===== config.mk =====
export PLATFORM = sky130hd
export DESIGN_NAME = pipe_ctrl
export DESIGN_NICKNAME = d
export VERILOG_FILES = /design/src/rtl/pipe_ctrl.sv
export SDC_FILE = /design/constraint.sdc
export NUM_CORES = 1
export LEC_CHECK = 0
export BUFFER_PORTS_ARGS = -buffer_cell sky130_fd_sc_hd__buf_2
export CAP_MARGIN = 10
export CORE_AREA = 2 2 105 107
export CTS_BUF_LIST = sky130_fd_sc_hd__clkbuf_16
export CTS_CLUSTER_SIZE = 12
export DETAILED_ROUTE_END_ITERATION = 16
export DIE_AREA = 0 0 107 109
export HOLD_SLACK_MARGIN = 0.05
export PLACE_DENSITY = 0.55
export SYNTH_ARGS = -nofsm -noshare
export SYNTH_HDL_FRONTEND = slang
export SYNTH_SLANG_ARGS = --single-unit

===== constraint.sdc =====
create_clock -name clk -period 2.05 [get_ports clk]
set_input_delay 0.1025 -clock clk [delete_from_list [all_inputs] [get_ports clk]]
set_output_delay 0.1025 -clock clk [all_outputs]
set_load 0.05 [all_outputs]

===== src/rtl/pipe_ctrl.sv =====
// rtl/pipe_ctrl.sv - hold/flush/redirect control for the 5-stage pipeline registers
module pipe_ctrl #(
    parameter int FLUSH_CYCLES = 1,
    parameter int HOLD_TIMEOUT = 64
) (
    input  logic        clk,
    input  logic        rst,
    input  logic        jump_req_i,
    input  logic [31:0] jump_addr_i,
    input  logic        load_use_i,
    input  logic        div_busy_i,
    input  logic        mem_wait_i,
    output logic        pc_hold_o,
    output logic        if_id_hold_o,
    output logic        if_id_flush_o,
    output logic        id_ex_hold_o,
    output logic        id_ex_flush_o,
    output logic        ex_mem_hold_o,
    output logic        jump_o,
    output logic [31:0] jump_addr_o,
    output logic        hold_err_o
);

    typedef enum logic [1:0] {
        S_RUN   = 2'd0,
        S_FLUSH = 2'd1,
        S_PEND  = 2'd2
    } state_t;

    localparam logic [2:0] FLUSH_INIT = 3'(FLUSH_CYCLES - 1);
    localparam bit         MULTI      = (FLUSH_CYCLES > 1);

    state_t      state_q, state_d;
    logic [2:0]  cnt_q, cnt_d;
    logic [31:0] pend_q, pend_d;
    logic [15:0] wd_q;
    logic        err_q;

    logic        stall;
    logic        redirect;
    logic [31:0] redirect_addr;
    logic        flush;
    logic        lu_act;
    logic        pc_hold;

    always_comb begin
        state_d       = state_q;
        cnt_d         = cnt_q;
        pend_d        = pend_q;
        redirect      = 1'b0;
        redirect_addr = 32'd0;
        flush         = 1'b0;
        stall         = mem_wait_i | div_busy_i;
        case (state_q)
            S_RUN: begin
                if (jump_req_i) begin
                    if (!stall) begin
                        redirect      = 1'b1;
                        redirect_addr = jump_addr_i;
                        flush         = 1'b1;
                        if (MULTI) begin
                            state_d = S_FLUSH;
                            cnt_d   = FLUSH_INIT;
                        end
                    end else begin
                        // Park the target; EX stays frozen until the stall clears.
                        pend_d  = jump_addr_i;
                        state_d = S_PEND;
                    end
                end
            end
            S_PEND: begin
                if (!stall) begin
                    redirect      = 1'b1;
                    redirect_addr = pend_q;
                    flush         = 1'b1;
                    state_d       = MULTI ? S_FLUSH : S_RUN;
                    cnt_d         = FLUSH_INIT;
                end
            end
            S_FLUSH: begin
                flush = 1'b1;
                if (!stall) begin
                    cnt_d = cnt_q - 3'd1;
                    if (cnt_q <= 3'd1) begin
                        state_d = S_RUN;
                    end
                end
            end
            default: state_d = S_RUN;
        endcase
        lu_act  = load_use_i & ~stall & ~redirect;
        pc_hold = stall | lu_act;
    end

    // Flushes take precedence over holds of the same register.
    assign pc_hold_o     = ~rst & pc_hold;
    assign if_id_flush_o = ~rst & flush;
    assign if_id_hold_o  = ~rst & pc_hold & ~flush;
    assign id_ex_flush_o = ~rst & (flush | lu_act);
    assign id_ex_hold_o  = ~rst & stall & ~flush;
    assign ex_mem_hold_o = ~rst & mem_wait_i;
    assign jump_o        = ~rst & redirect;
    assign jump_addr_o   = rst ? 32'd0 : redirect_addr;
    assign hold_err_o    = ~rst & err_q;

    always_ff @(posedge clk) begin
        if (rst) begin
            state_q <= S_RUN;
            cnt_q   <= 3'd0;
            pend_q  <= 32'd0;
            wd_q    <= 16'd0;
            err_q   <= 1'b0;
        end else begin
            state_q <= state_d;
            cnt_q   <= cnt_d;
            pend_q  <= pend_d;
            if (pc_hold) begin
                if (!(&wd_q)) begin
                    wd_q <= wd_q + 16'd1;
                end
                if (({1'b0, wd_q} + 17'd1) >= 17'(HOLD_TIMEOUT)) begin
                    err_q <= 1'b1;
                end
            end else begin
                wd_q <= 16'd0;
            end
        end
    end

endmodule


== Yosys cells after proc, flatten, opt, wreduce, memory -nomap -nowiden ==
Cells that the tools add are included.
W data, S select, Z words.
Cells by class
  add/subtract/negate cells: 3
  magnitude comparators: 2
  equal/unequal tests: 7
  muxes and demuxes: 18
  bitwise gates (word level): 19
  reductions and logical operators: 8
Operators with widths (count)
  $mux W32: 4
  $pmux W32 S2: 1
  $add A16 B1 Y17 const B: 1
  $ge A17 B7 Y1 const B: 1
  $add A16 B1 Y16 const B: 1
  $reduce_and A16 Y1: 1
  $and A1 B1 Y1: 11
  $mux W2: 5
  $ne A2 B2 Y1 const B: 5
  $mux W3: 2
  $pmux W2 S3: 1
  $pmux W3 S2: 1
  $reduce_and A3 Y1: 2
  $not A1 Y1: 5
  $reduce_and A5 Y1: 1
  $le A3 B1 Y1 const B: 1
  $or A1 B1 Y1: 3
  $pmux W1 S3: 1
  $sub A3 B1 Y3 const B: 1
  $eq A2 B1 Y1 const B: 1
  $eq A2 B2 Y1 const B: 1
  $logic_not A2 Y1: 1
  $mux W1: 2
  $pmux W1 S2: 1
  other kinds (3): 3
Word-level totals
  register bits: 54
  input bits: 38
  output and inout bits: 40
  logic and storage cells: 62

== Logic depth before layout (Yosys ltp) ==
  depth after elaboration: 9
  gate-level depth with buffers: 6
  gate-level depth less buffers: 6

== Worst setup path after synthesis ==
No wires, ideal clock.
  path type: input port to output port
  start: input port rst
  end: output port jump_o
  arrival time: 2.498 ns
  required time: 1.947 ns
  slack: -0.550 ns
  stages: 4
  path buffers: 3
  path through: clkbuf_1 clkbuf_1 nor4_1 buf_4
Between the ends
  cells in the longest elaborated chain, start to end: 2
Ends and longest elaborated chain
  start: declaration: line 7  | input logic rst,
  $not A1 Y1: line 103  | assign jump_o = ~rst & redirect;
  $and A1 B1 Y1: line 103
  end: declaration: line 19  | output logic jump_o,
Every way passes these cells.

== Worst setup path in the final report ==
  start: register state_q[1]
  end: output port jump_addr_o[11]
Between the ends
  cells in the longest elaborated chain, start to end: 3
  elaborated cells between the ends (all ways): 4
  those cells by class: eq/ne (1); mux (2); reduce/logical (1)
Ends and longest elaborated chain
  start: declaration: line 33  | state_t state_q, state_d;
  start signal: assignment: line 115  | state_q <= state_d;
  $eq A2 B2 Y1 / $logic_not A2 Y1 (equally long branches): line 54  | case (state_q)
  $pmux W32 S2 *: line 54
  $mux W32 *: line 104  | assign jump_addr_o = rst ? 32'd0 : redirect_addr;
  end: declaration: line 20  | output logic [31:0] jump_addr_o,
Every way passes the cells marked *; elsewhere a longest branch is shown, timed or not.

==> metrics.md <==
| Metric | Value |
|---|---|
| Antenna viol nets, final | `0` |
| GRT overflow | `0` |
| Worst Path Max Fanout | `22` |
| Initial core utilization | `24.3%` |
| Status | `completed` |
| Rel. slew slack | `57.6%` |
| Syn Nets | `370` |
| Fraction of layout cells with a size suffix above 1 | `28.2%` |
| Post-Route Setup TNS | `0 ns` |
| RSZ-0062 raised after global routing | `no` |
| Die height | `109 um` |
| Post-DR vias/cell | `4.65` |
| Initial DRC Count | `196` |
| Total track usage | `11.0%` |
| Top-level I/O count | `78` |
| Critical Path RT | `1.95 ns` |
| Chip width | `107 um` |
| Diodes inserted | `0` |
| Root cell of the clock tree | `clkbuf_16` |
| Critical Path AT | `1.80 ns` |
| Largest net degree at the start of global routing | `71` |
| Clock transition at the registers of the reported paths | `0.07 ns` |
| Synth async-reset ratio | `0%` |
| Critical Path Sink Type | `primary output` |
| # setup viols final | `0` |
| Wirelength per Cell | `12.2 um` |
| TritonCTS clock tree | `built` |
| Synth warn | `0` |
| Crit Path Class | `flip-flop to primary output` |
| Final nets | `432` |
| # Post-CTS Setup Buffers | `0` |
| Final hold violations | `0` |
| Top FF cell, synth | `dfxtp_1` |
| Detailed Place HPWL | `4380 um` |
| Placed instance area | `3060 sq um` |
| Vias | `2,483` |
| Least-Margin Pin Slew | `0.637 ns` |
| TritonCTS buffer count | `5` |
| First-pass GRT wire length | `10,500 um` |
| Unique masters post-synth | `44` |
| Syn Inst Count | `331` |
| CTS Sinks | `50` |
| Port bufs | `77` |
| Final Total Pwr | `2.16 mW` |
| Final WL | `6510 um` |
| Initial antenna violation count | `0` |
| Row cnt | `38` |
| Post-synth EDFFs | `0` |
| Design area | `3240 sq um` |
| Fmax | `0.524 GHz` |
| Flops & latches, synth | `50` |
| WHS | `0.0611 ns` |
| Min-Delay Path Class | `primary input to flip-flop` |
| Die area | `11,700 sq um` |
| Synthesized cell area | `2580 sq um` |
| Final Cycle Share | `93.0%` |
| Power density cells | `669 nW/um^2` |
| Vias in the first global route | `2,159` |
| CTS Buffer Depth | `2` |
| Min Tclk post-route | `1.91 ns` |
| First-pass detailed-route iteration total | `5` |
| Final Max Tran Viols | `0` |
| Sequential area share after synthesis | `38.8%` |
| Post-route DRC | `0` |
| Layout Skew | `0.00602 ns` |
| Syn_area_per_cell | `7.79 sq um` |
| Placer Congestion | `0.771` |
| Lkg Pwr | `1.34 nW` |
| Core box area | `10,600 sq um` |
| P&R area growth vs syn | `25.5%` |
| CP startpoint kind | `flip-flop` |
| H-Tree Depth | `2` |
| Worst skew pair latency | `0.29 ns` |
| VDD IR max | `374 uV` |
| Max Cap Viol | `0` |
[repair_timing]
action	in CTS	in global routing
resized for setup	0	2
endpoints found under the hold margin	2	0
setup endpoints to repair	0	3
hold buffers	2	0
[critical path, stage by stage, from the launching register on]
cell	delay, ns
dfxtp_1	0.33
nand2b_1	0.19
nor3_2	0.18
buf_6	0.24
a22oi_1	0.11
nor2_1	0.16
buf_2	0.29
[power breakdown]
group,internal (mW),switching (mW),leakage (nW)
combinational,0.0970,0.208,0.862
clock,0.452,0.369,0.0698
sequential,1.01,0.0245,0.408
[cells in the mapped netlist, drive strengths merged (2+ instances only)]
master	count	area, sq um
buf	14	87.6
and2	2	12.5
o21ai	3	15.0
xnor2	8	70.1
nor2	42	165
clkbuf	15	57.6
a31o	2	17.5
nand4	4	46.3
nor3	7	51.3
a21oi	44	220
xor2	5	43.8
nor4	6	67.6
nand2	70	263
a22oi	32	240
a31oi	2	12.5
nand3	6	65.1
dfxtp	50	1000
and3	2	12.5
inv	3	11.3
[through the flow]
stage | instances | setup WS (ns) | util (%)
2_1_floorplan | 331 | 0.0878 | -
5_1_grt | 534 | 0.0275 | 30.5
3_5_place_dp | 524 | 0.260 | 28.9
3_3_place_gp | 524 | 0.333 | 28.9
6_report | 534 | 0.143 | 30.5
4_1_cts | 534 | 0.0821 | 30.5
[cells by family (layout without fill, tap and decap cells)]
kind of cell               count (synthesis)  in the layout  synth area share, %
muxes                                      1              1                0.388
xor gates and xnor gates                  13             13                 4.42
AOI/OAI and AO/OA                         88             88                 21.3
adders and majority gates                  1              1                0.485
and+or+nand+nor                          146            146                 28.5
buffers and inverters                     32             95                 6.06
DFF                                       50             50                 38.8
[cell type report]
class / count / area (sq um)
inverter: 3 / 11.3
fill: 1136 / 7370
timing repair buffer: 84 / 459
tap: 140 / 175
clock buffer: 5 / 125
sequential: 50 / 1000
clock inverter: 3 / 21.3
multi-input combinational: 249 / 1440
[flip-flops by register name, indices dropped and copies added (netlist names)]
signal   count
wd_q        16
err_q        1
state_q      1
pend_q      32
[per-layer routing]
metal  share of wire, %  GRT usage [%]
met3                5.1           2.51
met5                  0              0
met2                 46           18.2
met4               0.58           2.23
met1                 49           14.9
[cell usage in the layout, fill, tap and decap left out, types with 3 or more instances in the layout]
cell,n
nor3_1,4
xor2_1,5
xnor2_1,8
inv_1,3
buf_4,3
nor2_1,40
nand2_1,70
o21ai_0,3
clkbuf_16,5
a22oi_1,32
buf_2,77
dfxtp_1,50
a21oi_1,44
[final timing paths]
check,to,from,cells past startpoint,slack (ns)
setup / recovery,jump_addr_o[11],state_q[1],6,0.14
hold / removal,pend_q[6],jump_addr_i[6],3,0.06
setup reg to reg,wd_q[0],wd_q[0],6,0.26
hold reg to reg,pend_q[10],pend_q[10],2,0.46
(Power assumes the default switching activity.)
